==> config.mk <==
export PLATFORM = sky130hd
export DESIGN_NAME = alu_op_sequencer
export DESIGN_NICKNAME = d
export VERILOG_FILES = /design/src/rtl/alu_pkg.sv /design/src/rtl/alu_op_sequencer.sv
export SDC_FILE = /design/constraint.sdc
export NUM_CORES = 1
export LEC_CHECK = 0
export ABC_AREA = 1
export BUFFER_PORTS_ARGS = -buffer_cell sky130_fd_sc_hd__clkbuf_2
export CAP_MARGIN = 40
export CORE_MARGIN = 2
export CORE_UTILIZATION = 50
export DETAILED_ROUTE_END_ITERATION = 6
export PLACE_DENSITY = 0.88
export SLEW_MARGIN = 20
export SYNTH_ARGS = -nofsm -noshare
export SYNTH_HDL_FRONTEND = slang
export SYNTH_SLANG_ARGS = --single-unit
==> constraint.sdc <==
create_clock -name clk -period 2.6 [get_ports clk]
set_input_delay 0.52 -clock clk [delete_from_list [all_inputs] [get_ports clk]]
set_output_delay 0.52 -clock clk [all_outputs]
set_load 0.02 [all_outputs]
==> src/rtl/alu_pkg.sv <==
// Shared definitions for the ALU operand sequencer: datapath widths and FSM state encoding.
package alu_pkg;

  localparam int DATA_W = 16;
  localparam int OP_W   = 3;

  typedef enum logic [1:0] {
    ST_IDLE = 2'd0,
    ST_EXEC = 2'd1,
    ST_HOLD = 2'd2
  } seq_state_t;

endpackage

==> src/rtl/alu_op_sequencer.sv <==
// ALU operand sequencer: registers one command at a time toward an external
// combinational ALU, captures its result one cycle later and holds it until
// the consumer takes it. A running accumulator (last result) can replace
// operand A.
//
// Optional build macro: ALU_SEQ_FLAGS_EN adds registered zero/negative result
// flags. Without it, out_zero and out_neg are constant 0 and no flag
// registers exist.
//
//   state | meaning
//   IDLE  | no command in flight, ready for a new one
//   EXEC  | operands presented to the ALU, result captured at end of cycle
//   HOLD  | result valid, waiting for out_ready (may accept the next command)
module alu_op_sequencer
  import alu_pkg::*;
#(
  parameter logic [DATA_W-1:0] ACC_INIT = 16'h0000
) (
  input  logic              clk,
  input  logic              reset,
  input  logic              in_valid,
  output logic              in_ready,
  input  logic [DATA_W-1:0] in_a,
  input  logic [DATA_W-1:0] in_b,
  input  logic [OP_W-1:0]   in_op,
  input  logic              in_acc,
  output logic [DATA_W-1:0] alu_a,
  output logic [DATA_W-1:0] alu_b,
  output logic [OP_W-1:0]   alu_c,
  input  logic [DATA_W-1:0] alu_y,
  output logic              out_valid,
  input  logic              out_ready,
  output logic [DATA_W-1:0] out_result,
  output logic              out_zero,
  output logic              out_neg
);

  seq_state_t        state;
  logic [DATA_W-1:0] acc;
  logic              accept;
  logic [DATA_W-1:0] operand_a;

`ifdef ALU_SEQ_FLAGS_EN
  logic zero_q;
  logic neg_q;
  assign out_zero = zero_q;
  assign out_neg  = neg_q;
`else
  assign out_zero = 1'b0;
  assign out_neg  = 1'b0;
`endif

  // Ready in IDLE, or in HOLD when the held result is being retired this cycle.
  assign in_ready  = (state == ST_IDLE) || ((state == ST_HOLD) && out_ready);
  assign accept    = in_valid && in_ready;
  // acc is already updated by the preceding EXEC, so back-to-back chaining sees the newest result.
  assign operand_a = in_acc ? acc : in_a;

  // Sequencer FSM with registered ALU operands, result, flags and accumulator.
  always_ff @(posedge clk or posedge reset) begin
    if (reset) begin
      state      <= ST_IDLE;
      out_valid  <= 1'b0;
      out_result <= '0;
      alu_a      <= '0;
      alu_b      <= '0;
      alu_c      <= '0;
      acc        <= ACC_INIT;
`ifdef ALU_SEQ_FLAGS_EN
      zero_q     <= 1'b0;
      neg_q      <= 1'b0;
`endif
    end else begin
      case (state)
        ST_IDLE: begin
          if (accept) begin
            alu_a <= operand_a;
            alu_b <= in_b;
            alu_c <= in_op;
            state <= ST_EXEC;
          end
        end
        ST_EXEC: begin
          out_result <= alu_y;
          acc        <= alu_y;
          out_valid  <= 1'b1;
`ifdef ALU_SEQ_FLAGS_EN
          zero_q     <= (alu_y == '0);
          neg_q      <= alu_y[DATA_W-1];
`endif
          state      <= ST_HOLD;
        end
        ST_HOLD: begin
          if (out_ready) begin
            out_valid <= 1'b0;
            if (in_valid) begin
              alu_a <= operand_a;
              alu_b <= in_b;
              alu_c <= in_op;
              state <= ST_EXEC;
            end else begin
              state <= ST_IDLE;
            end
          end
        end
        default: begin
          state     <= ST_IDLE;
          out_valid <= 1'b0;
        end
      endcase
    end
  end

endmodule

Yosys cells after proc, flatten, opt, wreduce, memory -nomap -nowiden

Index checks and enable logic that the tools add are counted.
W data, S select, Z words.

Equality and inequality tests: 5
Multiplexer cells: 19
Bitwise logic cells: 1
Reductions and logical operators: 8

Operators by type and width:

| kind                 | number |
|---|---|
| $mux W16             | 7 |
| $pmux W16 S2         | 2 |
| $mux W3              | 3 |
| $ne A2 B2 Y1 const B | 3 |
| $pmux W2 S3          | 1 |
| $pmux W3 S2          | 1 |
| $mux W2              | 2 |
| $reduce_and A2 Y1    | 2 |
| $reduce_and A4 Y1    | 1 |
| $pmux W1 S3          | 1 |
| $eq A2 B1 Y1 const B | 1 |
| $eq A2 B2 Y1 const B | 1 |
| $logic_and A1 B1 Y1  | 2 |
| $logic_not A2 Y1     | 1 |
| $mux W1              | 2 |
| $reduce_bool A2 Y1   | 1 |
| $logic_or A1 B1 Y1   | 1 |
| $not A1 Y1           | 1 |

Bits in registers: 54
Input port bits: 56
Output and inout bits: 55
Logic and storage cells: 39

Depth between registers and ports, before layout

Gate-level depths: netlist of run 1.

Word-level depth: 6
Gate-level depth with buffers: 6
Depth with buffers taken out: 5

Worst setup path after synthesis of run 1

No wires, ideal clock.

Path kind: register to output
From: register state[0]
To: output port in_ready
Arrival: 1.026 ns
Setup slack: 1.054 ns
Cell stages (with the launch flop): 4
Path buffers: 2
Path through: dfrtp_1 -> buf_4 -> buf_4 -> nor2_1

Word-level cells in the longest chain between the ends: 3
Elaborated cells between the ends (all ways): 4

Ends and longest elaborated chain:

| what                   | RTL line               | RTL |
|---|---|---|
| start, declared        | alu_op_sequencer.sv:38 | `seq_state_t state;` |
| start signal, assigned | alu_op_sequencer.sv:62 | `state <= ST_IDLE;` |
| start signal, assigned | alu_op_sequencer.sv:80 | `state <= ST_EXEC;` |
| start signal, assigned | alu_op_sequencer.sv:91 | `state <= ST_HOLD;` |
| $eq A2 B2 Y1           | alu_op_sequencer.sv:54 | `assign in_ready = (state == ST_IDLE) \|\| ((state == ST_HOLD) && out_ready);` |
| $logic_and A1 B1 Y1    | alu_op_sequencer.sv:54 |  |
| $logic_or A1 B1 Y1 *   | alu_op_sequencer.sv:54 |  |
| end, declared          | alu_op_sequencer.sv:22 | `output logic in_ready,` |

Mark *: on every way between the ends. The rest lies on a longest branch, timed or not.

Worst setup path after layout of run 1

From: register state[1]
To: output port in_ready

The elaborated chain is that of the path after synthesis.

==> flow_summary.toml, run 1 <==
[run]
cap_viol_max_count = 0

[drt]
finalWirelength_um = 5719
wl_per_cell_um = 12.74
route.detailed.drc = 0
ant_nets = 0
vias = 2155
vias_per_cell = 4.800
drtIter0Drc = 188
drtPass1Iterations = 4

[floorplan]
start_util_pct = 50.87
io_pins = 111
die_h_um = 72.86
dieArea_mm2 = 0.005309
core_mm2 = 0.004661
placementRows = 25
die_x_um = 72.86

[clock_network]
cts_setup_buffers = 0
clk_latency_ps = 310
ctsHoldBuffers = 0
clock-root-buffer = "clkbuf_8"
tritoncts = "done"
cts_resized = 0
clk_path_buf_depth = 2
clk_pin_slew_ps = 100
cts_buffers = 5
h-tree-depth = 2
cts_sinks = 54

[logic_synthesis]
yosysTopAreaCellShare_pct = 56.99
yosys.area.top_type = "dfrtp_1"
ys_seq_elements = 54
ys_top_cells_by_area = "dfrtp_1, nand2_1, nand3_1, o21ai_0, inv_1"
syn_inst = 290
synth_cell_types = 16
syn-cell-area_mm2 = 0.002371
ys_warn_count = 0
yosysSeqAreaShare_pct = 56.99
postSynthAreaPerCell_um2 = 8.176

[finish]
nets = 450
drive_gt1_share_pct = 32.41
layout_commonest_cell = "nand2_1"
area_growth_pct = 27.49
final_cell_mix = "nand2_1, clkbuf_2, dfrtp_1"
antenna_cells = 0

[placement]
io_buffers = 108
hpwl_um = 4344
routabilityCongestion = 0.8937

[status]
status = "finished, final reports clean"

[global_route]
grt_use_total_pct = 22.51
grt_start_max_net_pins = 36
use_met3_pct = 5.110
grt_util_met2_pct = 35.66
use_met1_pct = 31.76
grt_pass1_wl_um = 9218
antenna_found_initial = 0
grt_most_used_layer = "met2"
grt_pass1_vias = 1990
grt_overflow = 0

[timing]
tns_ps = 0
min_period_over_period_pct = 73.76
relSlewSlack_pct = 59.50
period_minus_slack_ps = 1918
worst_pin_slew_ps = 605.3
rsz0062_at_grt = "false"
drv_slew = 0
max_freq_mhz = 521.4
holdWs_ps = 150.2
fin_skew_ps = 11.13
setup_viol = 0
hold_viol_final = 0

[setup_path]
timing.reg2reg.setup_slack_ps = 1070
max_stage_delay_ps = 420
endpoint_kind = "output port"
cp.arrival_ps = 1400
rr_worst_depth = 5
worst_path_max_delay_cell = "dfrtp_1"
r2r-end = "alu_b[12]"
r2r-start = "state[1]"
path_cells = "inv_2, nor2_2, nor2_1, clkbuf_2"
crit_path_start = "state[1]"
setup.worst_path.start_class = "flop"
path_class = "reg -> out"
cp_max_fo = 18
cp.required_ps = 2080

[min_path]
min_path_type = "in -> async"

[power_and_ir_drop]
total_power_mw = 2.891
power_leakage_nw = 1.830
ir_drop_mv = 0.5595
power_density_mw_per_mm2 = 956.2
-- where the power goes --
group          leakage, nW  internal, mW  switching, mW
Combinational         1.10         0.336          0.708
Sequential           0.670          1.09          0.183
Clock               0.0591         0.294          0.281
Total                 1.83          1.72           1.17
-- flip-flops by register name, summed over array words and instances (netlist names) --
signal	cells
alu_a	16
alu_c	3
state	2
out_valid	1
acc	16
alu_b	16
-- cell usage after synthesis (all sizes together) --
cell    count
o21ai      17
nand3      35
nor2        5
clkbuf      1
buf        16
inv        21
dfrtp      54
a21oi       1
nand2     139
conb        1
-- through the flow --
step	cells	setup WS (ps)	instance area, µm²	utilization (%)
after floorplan	291	765.4	2375	-
final	449	682.3	3023	64.86
after global placement	441	897.3	2907	62.36
after detailed placement	441	826.2	2907	62.36
after global routing	449	589.8	3023	64.86
after CTS	449	685.7	3023	64.86
-- logic make-up after synthesis --
group | after synthesis | share of synthesized area, %
flops | 54 | 56.99
simple gates | 179 | 30.92
other cells | 1 | 0.1582
buf+inv | 38 | 8.126
compound gates | 18 | 3.799
-- worst max-delay path by stage --
stage,end
final,in_ready
after global routing,in_ready
after floorplan,acc[0]
after global placement,alu_b[6]
after detailed placement,alu_b[12]
after CTS,in_ready
-- layer usage --
metal  vias to the layer above  part of all wire (%)  wire [µm]
met4                         0                   1.1         61
met3                         7                   3.5        202
met1                       996                    43       2483
met5                         -                     0          0
met2                        56                    52       2971
li1                       1096                     -          -
-- final cells by class --
type                            count  area [µm²]
Clock inverter                      3       47.55
Clock buffer                        5       68.82
Tap cell                           54       67.56
Timing Repair Buffer              113       578.1
Fill cell                         407        1638
Inverter                           21       78.83
Multi-Input combinational cell    199       830.8
Sequential cell                    54        1351
-- critical path, delay by kind of cell, from the launching register on --
kind	cells	cell delay, ps
buffers and inverters	2	450
flip-flops	1	420
AND/OR/NAND/NOR	2	220
(Power assumes the default switching activity.)
==> inputs of run 2 (changes only) <==
Settings changed: ABC_AREA 1 to 0, CORE_UTILIZATION 50 to 46, PLACE_DENSITY 0.88 to 0.82.
Clock period 2.6 ns to 2 ns, I/O delays scaled along.
==> flow_summary.toml, run 2 <==
[timing]
holdWs_ps = 142.2
min_period_over_period_pct = 80.58
worst_pin_slew_ps = 577.8
period_minus_slack_ps = 1612
hold_viol_final = 0
rsz0062_at_grt = "false"
tns_ps = 0
fin_skew_ps = 7.437
relSlewSlack_pct = 61.42
setup_viol = 0
max_freq_mhz = 620.5
drv_slew = 0

[finish]
drive_gt1_share_pct = 76.10
area_growth_pct = 29.76
nets = 306
layout_commonest_cell = "clkbuf_2"
final_cell_mix = "clkbuf_2, dfrtp_1, mux2_2"
nFillCells = 430
antenna_cells = 0
reg_top3 = "acc x16, alu_a x16, alu_b x16"

[drt]
wl_per_cell_um = 14.79
vias_per_cell = 4.726
finalWirelength_um = 4748
drtIter0Drc = 32
route.detailed.drc = 0
drtPass1Iterations = 4
ant_nets = 0
vias = 1517

[global_route]
grt_start_max_net_pins = 29
grt_use_total_pct = 16.68
grt_pass1_vias = 1592
grt_overflow = 0
antenna_found_initial = 0
grt_pass1_wl_um = 7797

[power_and_ir_drop]
pwr-share-clk_pct = 20.1
ir_drop_mv = 0.6684
power_leakage_nw = 1.576
power_frac_seq_pct = 40.4
power.internal_mw = 2.833
switching_power_mw = 1.493
swShare_pct = 34.51
power.share.combinational_pct = 39.5
power_density_mw_per_mm2 = 1393

[clock_network]
ctsHoldBuffers = 0
clk_pin_slew_ps = 90
clk_latency_ps = 290
h-tree-depth = 2
cts_buffers = 5
clk_path_buf_depth = 2
cts_resized = 0
cts_setup_buffers = 0
cts_sinks = 54
tritoncts = "done"
clock-root-buffer = "clkbuf_8"

[setup_path]
path_class = "reg -> reg"
setup.worst_path.start_class = "flop"
cp.arrival_ps = 1790
crit_buf_inv = 1
rr_worst_depth = 4
worst_path_max_delay_cell = "dfrtp_1"
timing.reg2reg.setup_slack_ps = 390
max_stage_delay_ps = 430
crit_family = "flip-flops"
r2r-start = "state[1]"
r2r-end = "alu_b[1]"
cp_max_fo = 22
endpoint_kind = "flop"
path_cells = "nor2b_4, nor3b_4, buf_4, mux2_4"
cp.required_ps = 2180

[logic_synthesis]
ys_warn_count = 0
ys_seq_elements = 54
synthArstFlopShare_pct = 100.0
yosysTopAreaCellShare_pct = 56.49
yosys.area.top_type = "dfrtp_1"
synth_most_common_cell = "dfrtp_1"
postSynthAreaPerCell_um2 = 17.09
synth-edff-count = 0
yosysSeqAreaShare_pct = 56.49
synth_ff_type = "dfrtp_1"
syn_inst = 140
syn-cell-area_mm2 = 0.002392
synth_commonest_cells = "dfrtp_1, mux2_2, mux2_4"
ys_top_cells_by_area = "dfrtp_1, mux2_4, mux2_2, buf_12, buf_4"
synth_cell_types = 16

[min_path]
min_path_type = "in -> async"

[placement]
io_buffers = 108
hpwl_um = 3511
routabilityCongestion = 0.7275

[status]
status = "finished, final reports clean"

[floorplan]
die_h_um = 76.12
start_util_pct = 47.14
core_mm2 = 0.005075
io_pins = 111
dieArea_mm2 = 0.005793
die_x_um = 76.12
placementRows = 26

[run]
cap_viol_max_count = 0
## run 2: how the worst max path moves through the flow
stage,cells past startpoint,from,end
finish,4,state[1],alu_b[1]
global route,3,state[0],acc[1]
CTS,4,state[1],alu_a[13]
detailed placement,5,out_ready,alu_b[12]
global placement,5,out_ready,alu_b[13]
floorplan,1,reset,acc[0]
## run 2: cells by family (layout without fill, tap and decap cells)
group | after synthesis | count (layout) | synth area share [%]
simple gates | 4 | 4 | 1.726
buf+inv | 11 | 121 | 4.655
mux | 67 | 67 | 36.09
other cells | 1 | 2 | 0.1568
flops | 54 | 54 | 56.49
compound gates | 3 | 3 | 0.8891
## run 2: final cells by class
| type | count | area, µm² | area share [%] |
|---|---|---|---|
| inverters | 2 | 7.507 | 0.2418 |
| clock inverters | 2 | 60.06 | 1.935 |
| repair buffers | 111 | 575.6 | 18.54 |
| clock buffers | 6 | 82.58 | 2.660 |
| flip-flops and latches | 54 | 1351 | 43.53 |
| multi-input cells | 76 | 939.7 | 30.27 |
| well taps | 70 | 87.58 | 2.821 |
## run 2: per-stage QoR
stage	cell area [µm²]	setup WS, ps	power [mW]	util (%)	std cells
2_1_floorplan	2396	285.4	2.927	-	141
3_3_place_gp	2962	416.9	3.447	58.36	313
3_5_place_dp	2962	387.2	3.490	58.36	313
4_1_cts	3104	383.9	4.379	61.17	321
5_1_grt	3104	324.5	4.556	61.17	321
6_report	3104	388.3	4.325	61.17	321
## run 2: power groups by stage
stage	Clock, mW	Sequential [mW]	Combinational (mW)
final	0.870	1.75	1.71
after global routing	0.953	1.80	1.80
after CTS	0.899	1.75	1.73
after detailed placement	0	1.76	1.73
after global placement	0	1.76	1.69
after floorplan	0	2.21	0.717
## run 2: per-layer routing
metal,GRT usage (%),wire length [µm]
met5,0,0
met4,3.273,12
met3,4.976,293
met2,27.59,2352
met1,22.07,2089
